[src/rtl/io_bridge.sv]
// Memory/IO bridge: address pass-through, read-data steering, and a small IO window
// with synchronised input channels, sticky change flags and read-back output channels.
module io_bridge #(
  parameter int              NUM_IN    = 2,
  parameter int              NUM_OUT   = 2,
  parameter int              CH_W      = 16,
  parameter logic [31:0]     IO_BASE   = 32'hFFFFFC00,
  parameter logic [CH_W-1:0] RESET_OUT = '0
) (
  input  logic                    clk,
  input  logic                    rst,
  input  logic                    mRead,
  input  logic                    mWrite,
  input  logic                    ioRead,
  input  logic                    ioWrite,
  input  logic [31:0]             addr_in,
  input  logic [31:0]             Mdata,
  input  logic [31:0]             Rdata,
  input  logic [NUM_IN*CH_W-1:0]  in_data,
  output logic [31:0]             addr,
  output logic [31:0]             r_data,
  output logic [31:0]             w_data,
  output logic [NUM_OUT*CH_W-1:0] out_data,
  output logic                    io_err,
  output logic                    irq
);

  localparam int IW = NUM_IN * CH_W;
  localparam int OW = NUM_OUT * CH_W;

  logic [IW-1:0]     r_sync1;
  logic [IW-1:0]     r_sync2;
  logic [IW-1:0]     r_prev;
  logic [NUM_IN-1:0] r_status;
  logic [1:0]        r_arm;
  logic [OW-1:0]     r_out;
  logic              r_io_err;

  logic              w_win;
  logic [7:0]        w_off;
  logic [4:0]        w_idx;
  logic              w_aligned;
  logic              w_is_in;
  logic              w_is_out;
  logic              w_is_stat;
  logic              w_unmapped;
  logic [31:0]       w_io_rd;
  logic [NUM_IN-1:0] w_chg;
  logic [NUM_IN-1:0] w_clr;
  logic              w_unused;

  // mRead selects nothing here: Mdata is already the default read source.
  assign w_unused = mRead;

  assign w_win      = (addr_in[31:8] == IO_BASE[31:8]);
  assign w_off      = addr_in[7:0];
  assign w_idx      = {1'b0, w_off[5:2]};
  assign w_aligned  = (w_off[1:0] == 2'b00);
  assign w_is_in    = w_win && w_aligned && (w_off[7:6] == 2'b00) && (w_idx < 5'(NUM_IN));
  assign w_is_out   = w_win && w_aligned && (w_off[7:6] == 2'b01) && (w_idx < 5'(NUM_OUT));
  assign w_is_stat  = w_win && (w_off == 8'h80);
  assign w_unmapped = !(w_is_in || w_is_out || w_is_stat);

  always_comb begin
    w_io_rd = '0;
    for (int i = 0; i < NUM_IN; i++) begin
      if (w_is_in && (w_idx == 5'(i))) w_io_rd[CH_W-1:0] = r_sync2[i*CH_W +: CH_W];
    end
    for (int j = 0; j < NUM_OUT; j++) begin
      if (w_is_out && (w_idx == 5'(j))) w_io_rd[CH_W-1:0] = r_out[j*CH_W +: CH_W];
    end
    if (w_is_stat) w_io_rd[NUM_IN-1:0] = r_status;
  end

  // Flags only fire once the arm counter saturates, so reset-to-live input edges are ignored.
  always_comb begin
    w_chg = '0;
    for (int i = 0; i < NUM_IN; i++) begin
      w_chg[i] = (r_sync2[i*CH_W +: CH_W] != r_prev[i*CH_W +: CH_W]) && (r_arm == 2'd3);
    end
  end

  assign w_clr = (ioWrite && w_is_stat) ? Rdata[NUM_IN-1:0] : '0;

  always_ff @(posedge clk) begin
    if (rst) begin
      r_sync1  <= '0;
      r_sync2  <= '0;
      r_prev   <= '0;
      r_status <= '0;
      r_arm    <= 2'd0;
      r_out    <= {NUM_OUT{RESET_OUT}};
      r_io_err <= 1'b0;
    end else begin
      r_sync1  <= in_data;
      r_sync2  <= r_sync1;
      r_prev   <= r_sync2;
      if (r_arm != 2'd3) r_arm <= r_arm + 2'd1;
      // A new change outranks a simultaneous write-1-to-clear.
      r_status <= (r_status & ~w_clr) | w_chg;
      r_io_err <= (ioRead || ioWrite) && w_unmapped;
      for (int j = 0; j < NUM_OUT; j++) begin
        if (ioWrite && w_is_out && (w_idx == 5'(j))) r_out[j*CH_W +: CH_W] <= Rdata[CH_W-1:0];
      end
    end
  end

  assign addr     = addr_in;
  assign w_data   = mWrite ? Rdata : 32'd0;
  assign r_data   = ioRead ? w_io_rd : Mdata;
  assign out_data = r_out;
  assign io_err   = r_io_err;
  assign irq      = |r_status;

endmodule
[config.mk]
export PLATFORM = sky130hd
export DESIGN_NAME = io_bridge
export DESIGN_NICKNAME = d
export VERILOG_FILES = /design/src/rtl/io_bridge.sv
export SDC_FILE = /design/constraint.sdc
export NUM_CORES = 1
export LEC_CHECK = 0
export CORE_ASPECT_RATIO = 0.8
export CORE_MARGIN = 2
export CORE_UTILIZATION = 33
export CTS_BUF_LIST = sky130_fd_sc_hd__clkbuf_2 sky130_fd_sc_hd__clkbuf_4 sky130_fd_sc_hd__clkbuf_8
export CTS_CLUSTER_DIAMETER = 60
export DETAILED_ROUTE_END_ITERATION = 10
export GPL_TIMING_DRIVEN = 0
export PLACE_DENSITY = 0.66
export SYNTH_ARGS = -nofsm -noshare
export SYNTH_HDL_FRONTEND = slang
export SYNTH_SLANG_ARGS = --single-unit
[constraint.sdc]
create_clock -name clk -period 2.9 [get_ports clk]
set_input_delay 0.58 -clock clk [delete_from_list [all_inputs] [get_ports clk]]
set_output_delay 0.58 -clock clk [all_outputs]
set_load 0.02 [all_outputs]
### After elaboration in Yosys (flattened, before gate mapping)

Cells that the tools add are included.

* logic and storage cells: 54
* input port bits: 134
* bits in registers: 133

* muxes and demuxes: 8
* bitwise operators: 3
* $add $sub $neg: 1
* $lt $le $gt $ge: 1
* equal/unequal tests: 8
* reductions and logical operators: 25

Operators with widths (count)
* $mux W16: 4
* $mux W32: 2
* $ne A16 B16 Y1: 2
* $eq A24 B24 Y1 const B: 1
* $logic_and A1 B1 Y1: 17
* $eq A8 B8 Y1 const B: 1
* $logic_not A5 Y1: 1
* $eq A4 B1 Y1 const B: 1
* $logic_not A2 Y1: 2
* $lt A4 B2 Y1 const B: 1
* $mux W2: 2
* $logic_or A1 B1 Y1: 3
* $add A2 B1 Y2 const B: 1
* $and A2 B2 Y2: 1
* $eq A2 B1 Y1 const B: 1
* $eq A2 B2 Y1 const B: 1
* $ne A2 B2 Y1 const B: 1
* $not A2 Y2: 1
* $or A2 B2 Y2: 1
* $reduce_or A2 Y1: 1
* $logic_not A1 Y1: 1

### Logic depth before layout (Yosys ltp)

* word-level depth: 11
* depth in mapped cells: 6

### Least setup slack after synthesis

OpenSTA, ideal clock, no wires.

* path type: input to output
* start: in addr_in[0]
* end: out r_data[10]
* stages on the path: 5
* path slack: 0.228 ns
* data arrival time: 2.092 ns
* data required time: 2.320 ns
* path through: or3_4 -> nor4_4 -> nand4b_1 -> clkbuf_1 -> o22ai_1

* cells in the longest elaborated chain, start to end: 10
* elaborated cells between the ends (all ways): 15
* those cells by class: mux (5); reduce/logical (10)

RTL lines
* start: declaration: RTL line 16 `input logic [31:0] addr_in,`
* $logic_not A2 Y1 (*): RTL line 58 `assign w_aligned = (w_off[1:0] == 2'b00);`
* $logic_and A1 B1 Y1 (*): RTL line 59, 60
* $logic_and A1 B1 Y1 (2 in series): RTL line 59 `assign w_is_in = w_win && w_aligned && (w_off[7:6] == 2'b00) && (w_idx < 5'(NUM_IN));`
* $logic_and A1 B1 Y1: RTL line 67 `if (w_is_in && (w_idx == 5'(i))) w_io_rd[CH_W-1:0] = r_sync2[i*CH_W +: CH_W];`
* $mux W16 (2 in series): RTL line 67
* $mux W16: RTL line 70 `if (w_is_out && (w_idx == 5'(j))) w_io_rd[CH_W-1:0] = r_out[j*CH_W +: CH_W];`
* $mux W16 (*): RTL line 70
* $mux W32 (*): RTL line 110 `assign r_data = ioRead ? w_io_rd : Mdata;`
* end: declaration: RTL line 21 `output logic [31:0] r_data,`

Every way passes the cells marked *; elsewhere a longest branch is shown, timed or not.

### Worst setup path after layout

* start: in addr_in[3]
* end: out r_data[1]

* cells in the longest elaborated chain, start to end: 9
* elaborated cells between the ends (all ways): 17
* those cells by class: order compare (1); eq/ne (2); mux (6); reduce/logical (8)

RTL lines
* $lt A4 B2 Y1: RTL line 59, 60
* $logic_and A1 B1 Y1: RTL line 59
* $logic_and A1 B1 Y1: RTL line 67
* $mux W16 (2 in series): RTL line 67
* $mux W16 (2 in series): RTL line 70
* $mux W2 (*): RTL line 72 `if (w_is_stat) w_io_rd[NUM_IN-1:0] = r_status;`
* $mux W32 (*): RTL line 110

Marked as above.

==> metrics.txt <==
synthesized area 5940 um2; library cell occupying the most area in the post-synthesis netlist sky130_fd_sc_hd__dfxtp_1; share of the core filled with cells in the final layout 54.4%; Clock Latency Late Sink 0.44 ns; number of sinks on the clock net 133; Reg2Reg Depth 4; pin count of the biggest net entering global routing 17; largest driver fanout on the critical path 2; data arrival time of the worst path 2.24 ns; max-slew violation count 0; number of antenna violations at the first check in global routing 0; part of the total power dissipated in sequential elements 45.6%; signed area change from the synthesized netlist to the final layout 60.1%; top post-synthesis cells by area sky130_fd_sc_hd__dfxtp_1 (45%), sky130_fd_sc_hd__nor2b_1 (12%), sky130_fd_sc_hd__mux4_2 (6.1%); final weighted congestion in routability-driven placement 0.844; horizontal die dimension 154 um; Rel. slew slack 37.2%; via count 5502; share of synthesized area occupied by flip-flops and latches 44.8%; fraction of layout cells with a size suffix above 1 18.2%; RSZ-0062 raised after global routing no; switching part of the total power 26.7%; top-count cell post-synth sky130_fd_sc_hd__dfxtp_1; sort of element at the start of the critical path primary input; number of buffers inserted by port buffering 260; wire length of the first global-routing pass 31600 um; startpoint of the worst-slack reg-to-reg timing path r_sync2[18]; internal power summed over all cells 3100 uW; measured slew at the worst slew-check pin 0.942 ns; layout net count 1024; Yosys cell types 36; Initial Utilization 34.0%; Die Outline Area 19100 um2; crit path kind primary input to output pin; most frequent cells after synthesis sky130_fd_sc_hd__dfxtp_1 (133), sky130_fd_sc_hd__nor2b_1 (114), sky130_fd_sc_hd__nand4_1 (46); router iterations before antenna repair 8; Leakage 0.00352 uW; Logic pwr share 17.7%; gate count of the mapped netlist 598; final setup fails 0; sum of routed wire length over all layers 21300 um; areal power density over the cells 445 nW/um2; Data required, critical path 2.32 ns; net switching power 1130 uW; Die Height 124 um; number of warnings printed during yosys synthesis 0; number of failing hold endpoints at the final stage 0; synthesized area per cell 9.94 um2; Post-CTS Hold Fix Bufs 0; fraction of synthesis flops using an asynchronous set or reset pin 0%; fraction of the cycle the final worst path needs 97.4%; worst min-delay path startpoint r_sync1[18]; maximum resistive drop on vdd 0.000266 V; violated checks design-rule violations; number of nets still failing antenna checks after routing 0; number of flip-flops and latches in the synthesized netlist 133; maximum number of buffers from clock root to sink 2; Post-synth EDFFs 0; Synthesized Nets 733; average wire length per cell after detail routing 18.9 um; dominant synthesized flop cell sky130_fd_sc_hd__dfxtp_1; share of power burned in the clock network 36.7%; Worst Hold Class flop to flop; # IOs 264; via count of the first global-routing pass 5484; Worst Setup End Kind output pin; fraction of post-synthesis cell area in the top cell type by area 44.8%; count of maximum capacitance violations 0; global router's overall resource usage 22.0%; overflow left after global routing 0; post-detailed-placement half-perimeter wirelength 16500 um; FF-to-FF setup slack 1.39 ns; core outline area 17500 um2; clock tree root driver cell sky130_fd_sc_hd__clkbuf_8; Reg-to-Reg End r_status[1]; via density per instance 4.88; total chip power 4230 uW; endpoint with the worst hold slack r_sync2[18]; H-tree lvl count 4; CTS Buf Count 17; Std-Cell Rows 43; TritonCTS clock tree built; status complete, but fails checks; hold path cells 1; Achievable Freq 354 MHz; number of violations reported at the end of detailed-routing iteration 0 488; worst clock skew 0.0111 ns; DRC Markers 2; Worst-path clk slew 0.08 ns; post-route minimum period 2.82 ns
## state kept, by name (all words and copies together), names as in the netlist
register and cells:
r_arm 2, io_err 1, r_status 2, r_sync1 32, out_data 32, r_prev 32
r_sync2 32
## layout by cell type, fill, tap and decap left out, types with 4 or more instances in the layout
cell	Yosys	layout
sky130_fd_sc_hd__a21oi_1	32	32
sky130_fd_sc_hd__and2_1	32	32
sky130_fd_sc_hd__buf_2	1	5
sky130_fd_sc_hd__buf_4	34	45
sky130_fd_sc_hd__buf_6	8	23
sky130_fd_sc_hd__clkbuf_1	35	27
sky130_fd_sc_hd__clkbuf_2	0	6
sky130_fd_sc_hd__clkbuf_8	0	18
sky130_fd_sc_hd__clkdlybuf4s15_1	0	7
sky130_fd_sc_hd__clkdlybuf4s50_1	0	214
sky130_fd_sc_hd__clkinv_4	0	6
sky130_fd_sc_hd__dfxtp_1	133	133
sky130_fd_sc_hd__dlygate4sd2_1	0	17
sky130_fd_sc_hd__inv_1	30	30
sky130_fd_sc_hd__mux4_2	16	16
sky130_fd_sc_hd__nand4_1	46	46
sky130_fd_sc_hd__nand4b_1	4	4
sky130_fd_sc_hd__nor2_1	4	4
sky130_fd_sc_hd__nor2b_1	114	114
sky130_fd_sc_hd__o22ai_1	18	5
sky130_fd_sc_hd__o22ai_2	0	5
sky130_fd_sc_hd__o22ai_4	0	8
sky130_fd_sc_hd__o31ai_1	21	21
sky130_fd_sc_hd__o31ai_2	11	11
sky130_fd_sc_hd__xnor2_1	32	32
## logic make-up (layout without fill, tap and decap cells)
kind of cell	after synthesis	in the layout	share of synthesized area [%]
other	0	1	0
AO/OA/AOI/OAI	86	86	10.0
XOR/XNOR	33	33	4.86
AND/OR/NAND/NOR	219	219	23.8
multiplexers	17	17	6.23
flip-flops	133	133	44.8
buffers and inverters	109	413	10.1
adder cells (fa/ha/maj)	1	1	0.210
## stage by stage
stage	setup slack, ns	std cells	hold slack [ns]	TNS [ns]	cell area (um2)
after CTS	-0.00361	1125	0.443	-0.00361	9470
final	0.0760	1128	0.437	0	9520
after global placement	-1.33	1083	0.420	-18.70	8830
after global routing	0.00434	1127	0.455	0	9510
after detailed placement	-1.38	1083	0.422	-19.35	8830
after floorplan	0.228	598	0.414	0	5940
## worst max path at each step
stage	cells after the start	endpoint	from
3_3_place_gp	7	r_data[11]	addr_in[11]
4_1_cts	7	r_data[1]	addr_in[6]
6_report	8	r_data[1]	addr_in[3]
5_1_grt	7	r_data[1]	addr_in[6]
2_1_floorplan	5	r_data[10]	addr_in[0]
3_5_place_dp	7	r_data[11]	addr_in[11]
## critical path: stages
cell	delay, ns
sky130_fd_sc_hd__clkdlybuf4s15_1	0.19
sky130_fd_sc_hd__nand4b_1	0.27
sky130_fd_sc_hd__nor4_4	0.40
sky130_fd_sc_hd__buf_4	0.18
sky130_fd_sc_hd__buf_6	0.10
sky130_fd_sc_hd__nand3_1	0.14
sky130_fd_sc_hd__o22ai_1	0.19
sky130_fd_sc_hd__buf_2	0.19
## timing repair
item	4_1_cts	5_1_grt
resized for setup	159	23
setup endpoints to repair	17	24
buffers inserted	9	2
pin swaps	18	7
gates cloned	1	0
## power groups by stage
stage          sequential (uW)  combinational (uW)  clock [uW]
2_1_floorplan             1960                 339           0
3_3_place_gp              1970                 732           0
3_5_place_dp              1970                 735           0
4_1_cts                   1930                 748        1570
5_1_grt                   1940                 797        1670
6_report                  1930                 747        1550
## layout make-up
type,instances,area (um2)
antenna,1,2.50
buffer,79,539
clock buffer,19,249
clock inverter,13,153
fill,1625,7970
inverter,30,113
multi-input combinational,356,2840
sequential,133,2660
tap,225,282
timing repair buffer,272,2680
## layer usage
metal / up-vias / part of all wire, % / wire (um) / global-route usage (%)
li1: 2620 / - / - / -
met1: 2629 / 41 / 8780 / 27.3
met2: 234 / 50 / 10800 / 38.0
met3: 19 / 7.4 / 1570 / 6.26
met4: 0 / 1.0 / 217 / 5.84
met5: - / 0 / 0 / 0
(Power assumes the default switching activity.)
